==> src/rtl/egress_rr_scheduler.sv <==
// Round-robin egress scheduler: drains per-port word FIFOs onto one valid/ready
// channel, letting each grant keep its port for up to MAX_BURST words.
module egress_rr_scheduler #(
  parameter int N_PORTS   = 4,
  parameter int W_WIDTH   = 8,
  parameter int MAX_BURST = 4,
  localparam int PW = $clog2(N_PORTS),
  localparam int BW = $clog2(MAX_BURST + 1)
) (
  input  logic                         clk,
  input  logic                         rst_n,
  input  logic [N_PORTS-1:0]           port_en,
  input  logic [N_PORTS-1:0]           port_empty,
  input  logic [N_PORTS*W_WIDTH-1:0]   port_data,
  output logic [N_PORTS-1:0]           port_rd,
  output logic [W_WIDTH-1:0]           out_data,
  output logic [PW-1:0]                out_port,
  output logic                         out_valid,
  input  logic                         out_ready,
  output logic                         busy
);

  // state | meaning
  // IDLE  | no grant; search for an eligible port starting at rr_ptr
  // RD    | single-cycle read pulse to the granted FIFO
  // CAP   | FIFO word is valid; capture it into the output register
  // SEND  | word offered downstream; on handshake continue burst or release

  typedef enum logic [1:0] {IDLE, RD, CAP, SEND} state_t;

  state_t              state, state_nxt;
  logic [PW-1:0]       grant, grant_nxt;
  logic [PW-1:0]       rr_ptr, rr_nxt;
  logic [BW-1:0]       burst_cnt, burst_nxt;
  logic                valid_nxt;
  logic                capture;
  logic [N_PORTS-1:0]  eligible;
  logic                pick_found;
  logic [PW-1:0]       pick_idx;
  logic [PW:0]         cand;
  logic [W_WIDTH-1:0]  lane [N_PORTS];

  for (genvar i = 0; i < N_PORTS; i++) begin : g_lane
    assign lane[i] = port_data[i*W_WIDTH +: W_WIDTH];
  end

  assign eligible = ~port_empty & port_en;
  assign busy     = (state != IDLE);

  // First eligible port at or above rr_ptr, wrapping modulo N_PORTS.
  always_comb begin
    pick_found = 1'b0;
    pick_idx   = '0;
    cand       = '0;
    for (int k = 0; k < N_PORTS; k++) begin
      cand = {1'b0, rr_ptr} + (PW+1)'(k);
      if (cand >= (PW+1)'(N_PORTS)) cand = cand - (PW+1)'(N_PORTS);
      if (!pick_found && eligible[cand[PW-1:0]]) begin
        pick_found = 1'b1;
        pick_idx   = cand[PW-1:0];
      end
    end
  end

  always_comb begin
    port_rd = '0;
    if (state == RD) port_rd[grant] = 1'b1;
  end

  always_comb begin
    state_nxt = state;
    grant_nxt = grant;
    rr_nxt    = rr_ptr;
    burst_nxt = burst_cnt;
    valid_nxt = out_valid;
    capture   = 1'b0;
    case (state)
      IDLE: begin
        if (pick_found) begin
          grant_nxt = pick_idx;
          burst_nxt = '0;
          state_nxt = RD;
        end
      end
      RD: state_nxt = CAP;
      CAP: begin
        capture   = 1'b1;
        valid_nxt = 1'b1;
        if (burst_cnt != BW'(MAX_BURST)) burst_nxt = burst_cnt + 1'b1;
        state_nxt = SEND;
      end
      SEND: begin
        if (out_ready) begin
          valid_nxt = 1'b0;
          if ((burst_cnt < BW'(MAX_BURST)) && !port_empty[grant] && port_en[grant]) begin
            state_nxt = RD;
          end else begin
            rr_nxt    = (grant == PW'(N_PORTS - 1)) ? '0 : grant + 1'b1;
            state_nxt = IDLE;
          end
        end
      end
      default: state_nxt = IDLE;
    endcase
  end

  always_ff @(posedge clk or negedge rst_n) begin
    if (!rst_n) begin
      state     <= IDLE;
      grant     <= '0;
      rr_ptr    <= '0;
      burst_cnt <= '0;
      out_valid <= 1'b0;
      out_data  <= '0;
      out_port  <= '0;
    end else begin
      state     <= state_nxt;
      grant     <= grant_nxt;
      rr_ptr    <= rr_nxt;
      burst_cnt <= burst_nxt;
      out_valid <= valid_nxt;
      if (capture) begin
        out_data <= lane[grant];
        out_port <= grant;
      end
    end
  end

endmodule

==> config.mk <==
export PLATFORM = sky130hd
export DESIGN_NAME = egress_rr_scheduler
export DESIGN_NICKNAME = d
export VERILOG_FILES = /design/src/rtl/egress_rr_scheduler.sv
export SDC_FILE = /design/constraint.sdc
export NUM_CORES = 1
export LEC_CHECK = 0
export CELL_PAD_IN_SITES_DETAIL_PLACEMENT = 0
export CELL_PAD_IN_SITES_GLOBAL_PLACEMENT = 1
export CORE_MARGIN = 1.5
export CORE_UTILIZATION = 35
export CTS_CLUSTER_DIAMETER = 80
export CTS_CLUSTER_SIZE = 16
export DETAILED_ROUTE_END_ITERATION = 8
export GPL_ROUTABILITY_DRIVEN = 0
export PLACE_DENSITY = 0.91
export SETUP_SLACK_MARGIN = 0.3
export SYNTH_ARGS = -nofsm -noshare
export SYNTH_HDL_FRONTEND = slang
export SYNTH_SLANG_ARGS = --single-unit
export TNS_END_PERCENT = 30
==> constraint.sdc <==
create_clock -name clk -period 3.9 [get_ports clk]
set_input_delay 0.78 -clock clk [delete_from_list [all_inputs] [get_ports clk]]
set_output_delay 0.78 -clock clk [all_outputs]
set_load 0.03 [all_outputs]
---- Word-level counts from Yosys, hierarchy flattened ----
Index checks and enable logic that the tools add are counted.
storage, ports and cells
  register bits ........................... 20
  bits of input ports ..................... 43
  output and inout port bits .............. 16
  word-level logic and storage cells ...... 100
cells by class
  add/sub/neg operators ................... 9
  $lt $le $gt $ge ......................... 12
  equal/unequal tests ..................... 8
  muxes and demuxes ....................... 41
  bitwise logic cells ..................... 4
  reduce and logical (&&, ||, !) cells .... 19
operators with widths
  kind                   number
  $mux W2                11
  $bmux W8 S2            1
  $mux W8                2
  $lt A2 B3 Y1 const B   5
  $mux W1                14
  $bmux W1 S2            6
  $ge A3 B3 Y1 const B   4
  $pmux W2 S4            1
  $sub A2 B1 Y2 const B  4
  $add A2 B2 Y3 const B  2
  $eq A2 B2 Y1 const B   3
  $logic_and A1 B1 Y1    6
  $mux W3                2
  $ne A2 B2 Y1 const B   3
  $pmux W3 S2            1
  $reduce_and A2 Y1      3
  $reduce_and A3 Y1      2
  $reduce_bool A2 Y1     3
  $and A4 B4 Y4          1
  $logic_not A1 Y1       4
  $mux W4                1
  $not A4 Y4             1
  $add A2 B1 Y3 const B  1
  $add A3 B1 Y3 const B  1
  other kinds (11)       11

---- Depth between registers and ports, before layout ----
  depth after elaboration ................. 16
  gate-level depth with buffers ........... 6
  gate-level depth less buffers ........... 5

---- Least setup slack after synthesis ----
Ideal clock, no wire load.
  kind .................................... register to output
  start point ............................. register grant[1]
  end point ............................... output port_rd[1]
  data arrival time ....................... 1242 ps
  data required time ...................... 3120 ps
  setup slack ............................. 1878 ps
  stages on the path, launching flop included .. 5
  buffers on the path ..................... 1
  cell sequence ........................... dfrtp_1 -> buf_1 -> inv_1 -> ha_1 -> and2_1
between the ends
  longest elaborated chain between the ends .. 5
  elaborated cells on any way between the ends .. 6
  those cells by class .................... 2 x order compare; 3 x mux; 1 x reduce/logical
RTL lines
  element                                                                    RTL line  source
  start: declaration                                                         32        logic [PW-1:0] grant, grant_nxt;
  start signal: assignment                                                   118       grant <= grant_nxt;
  $lt A2 B3 Y1 (implied by the code) / $ge A2 B1 Y1 (equally long branches)  67        if (state == RD) port_rd[grant] = 1'b1;
  $logic_and A1 B1 Y1 (implied by the code)                                  67
  $mux W1 (implied by the code)                                              67
  $demux W1 S2 (*)                                                           67
  $mux W4 (*)                                                                67
  end: declaration                                                           15        output logic [N_PORTS-1:0] port_rd,
Mark *: on every way between the ends. The rest lies on a longest branch, timed or not.

---- Final worst setup path ----
  start point ............................. register grant[0]
  end point ............................... output port_rd[2]
Same word-level chain as after synthesis.

==> metrics.md <==
| Metric | Value |
|---|---|
| Routed WL | `3400 µm` |
| Reg2reg end | `burst_cnt[2]` |
| Die area | `4390 µm²` |
| CP Class | `reg -> out` |
| EDFF count, synth | `0` |
| Worst setup margin | `961 ps` |
| CTS H-tree depth | `1` |
| Met3 WL post-DR | `119 µm` |
| Worst Hold Launch | `out_data[7]` |
| CTS tree | `built` |
| R2R cell count | `5` |
| Chip width | `66.2 µm` |
| RSZ-0062 raised after global routing | `false` |
| Critical path startpoint category | `flip-flop` |
| WHS Endpoint | `out_data[7]` |
| Largest net degree at the start of global routing | `21` |
| Total power | `1360 µW` |
| DRC Markers | `0` |
| Slowest-stage cell, CP | `dfrtp_1` |
| Max-cap violations | `0` |
| CTS Buffer Depth | `2` |
| Synth area leaders | `dfrtp_1, mux4_2, mux2_2` |
| Met1 Routed Length | `1350 µm` |
| Post-Place Cells | `221` |
| # clock sinks | `20` |
| Worst-margin pin slew | `928 ps` |
| Area delta synth->final | `48.3%` |
| Worst min-delay path class | `reg -> reg` |
| Syn Area/Cell | `11.7 µm²` |
| Clock transition at path regs | `70 ps` |
| Ys Warns | `0` |
| Initial antenna violation count | `0` |
| Post-synthesis instance area | `1400 µm²` |
| Ys async rst share | `1.00` |
| Layout cells sized above 1 | `0.181` |
| Skew-Pair Late Insertion Delay | `260 ps` |
| Final Hold Slack | `509 ps` |
| Fin. Hold Viols | `0` |
| Critical Path AT | `2160 ps` |
| IO Port Bufs | `58` |
| # nets final | `232` |
| Crit end category | `primary output` |
| Register area share after synthesis | `0.358` |
| CP peak stage delay | `780 ps` |
| Detailed placement HPWL | `2760 µm` |
| Vias in the first global route | `1260` |
| Crit path max fanout | `15` |
| # setup viols final | `0` |
| VDD IR max | `0.000274 V` |
| Chip height | `66.2 µm` |
| # IOs | `59` |
| PostCTS Resize Cnt | `0` |
| Buffers & Inverters on Critical Path | `2` |
| Root Buffer | `clkbuf_8` |
| Yosys top cell area share | `0.358` |
| Routed wl met2 | `1840 µm` |
| Power per cell area | `654 nW/µm²` |
| First-pass GRT wire length | `5700 µm` |
| Non-filler cells, final | `225` |
| Initial DRT Pass Iterations | `4` |
| Hold path depth | `1` |
| # diodes | `0` |
| WP data required | `3120 ps` |
| Via count | `1164` |
| Most frequent cells in the layout | `clkdlybuf4s50_1, dfrtp_1, mux2_2` |
| #FFs+latches synth | `20` |
| Crit-path cells | `inv_1, ha_1, and2_1, clkdlybuf4s50_1` |
| Flop2flop setup slack | `1910 ps` |
| Largest delay share family, worst path | `flip-flops` |
| Initial core utilization | `0.374` |
| Final period utilization | `0.754` |
| Cell leakage power | `0.000846 µW` |
| Main synth FF type | `dfrtp_1` |
| Fmax | `340 MHz` |
| Synth area leader | `dfrtp_1` |
| Cts hold-fix bufs | `0` |
| Detailed Route Iter0 Violations | `39` |
| Most common cell after layout, fill and taps aside | `clkdlybuf4s50_1` |
| # rows | `22` |
| Status | `complete, no violations` |
| Core ar. | `3740 µm²` |
| Grt total ovfl | `0` |
| Wire per inst | `15.1 µm` |
| Tot GR Track Use | `0.171` |
| Setup Skew | `4.20 ps` |
| Pre-CTS WS | `1210 ps` |
| Post-CTS Setup Bufs | `0` |
| Vias per cell | `5.17` |
| Number of distinct library cells after synthesis | `34` |
| TritonCTS Buffers | `3` |
| Levels on crit path | `4` |
| Worst R2R Start | `state[0]` |
| Syn Inst Count | `120` |
| Worst relative slew slack | `0.379` |
| Top Layer Used | `met4` |
| Post-Route Setup TNS | `0 ps` |
| Syn_nets | `174` |
| Post-DRT Antenna Nets | `0` |
| Post-layout min period | `2940 ps` |
| Max-slew violation count | `0` |
-- where the power goes --
part / internal, µW / switching [µW] / leakage (µW)
Clock: 89.9 / 70.4 / 0.0000288
Sequential: 306 / 108 / 0.000242
Combinational: 406 / 376 / 0.000576
Total: 802 / 555 / 0.000846
-- cells by family after synthesis --
family	Yosys count	share of synthesized area
mux	23	0.257
compound gates	20	0.104
simple gates	31	0.142
fa+ha+maj	11	0.0984
buf+inv	15	0.0411
flops	20	0.358
-- final cells by class --
type | instances | area (µm²)
timing repair buffer | 58 | 581
fill | 335 | 1670
clock buffer | 4 | 55.1
sequential | 20 | 500
multi-input combinational | 85 | 841
inverter | 10 | 37.5
tap | 48 | 60.1
-- synth_stat cells, types with 2 or more instances --
master,n
mux2_2,13
nand4_1,2
dfrtp_1,20
nand3_1,2
nand2b_1,3
nor2_1,6
nor2b_4,4
clkbuf_1,3
mux4_2,9
a21oi_1,3
nand2_1,6
o21ai_0,3
inv_1,10
o221ai_1,2
and2_1,5
ha_1,11
-- state kept, by name (all words and copies together) (netlist names) --
name	cells
out_valid	1
out_data	8
burst_cnt	3
state	2
out_port	2
grant	2
rr_ptr	2
-- worst max-delay path by stage --
| stage | start | endpoint | slack (ps) |
|---|---|---|---|
| finish | grant[0] | port_rd[2] | 960 |
| CTS | grant[0] | port_rd[2] | 920 |
| global route | grant[0] | port_rd[2] | 790 |
| floorplan | grant[1] | port_rd[1] | 1880 |
| global placement | grant[0] | port_rd[2] | 1270 |
| detailed placement | grant[0] | port_rd[2] | 1210 |
-- per-stage QoR --
step           area, µm²  utilization
2_1_floorplan       1400            -
3_3_place_gp        2020        0.539
3_5_place_dp        2020        0.539
4_1_cts             2070        0.554
5_1_grt             2070        0.554
6_report            2070        0.554
-- routing by layer --
layer / vias to the layer above / global-route usage
li1: 554 / -
met1: 577 / 0.187
met2: 27 / 0.321
met3: 6 / 0.0341
met4: 0 / 0.0587
met5: - / 0
(Power assumes the default switching activity.)
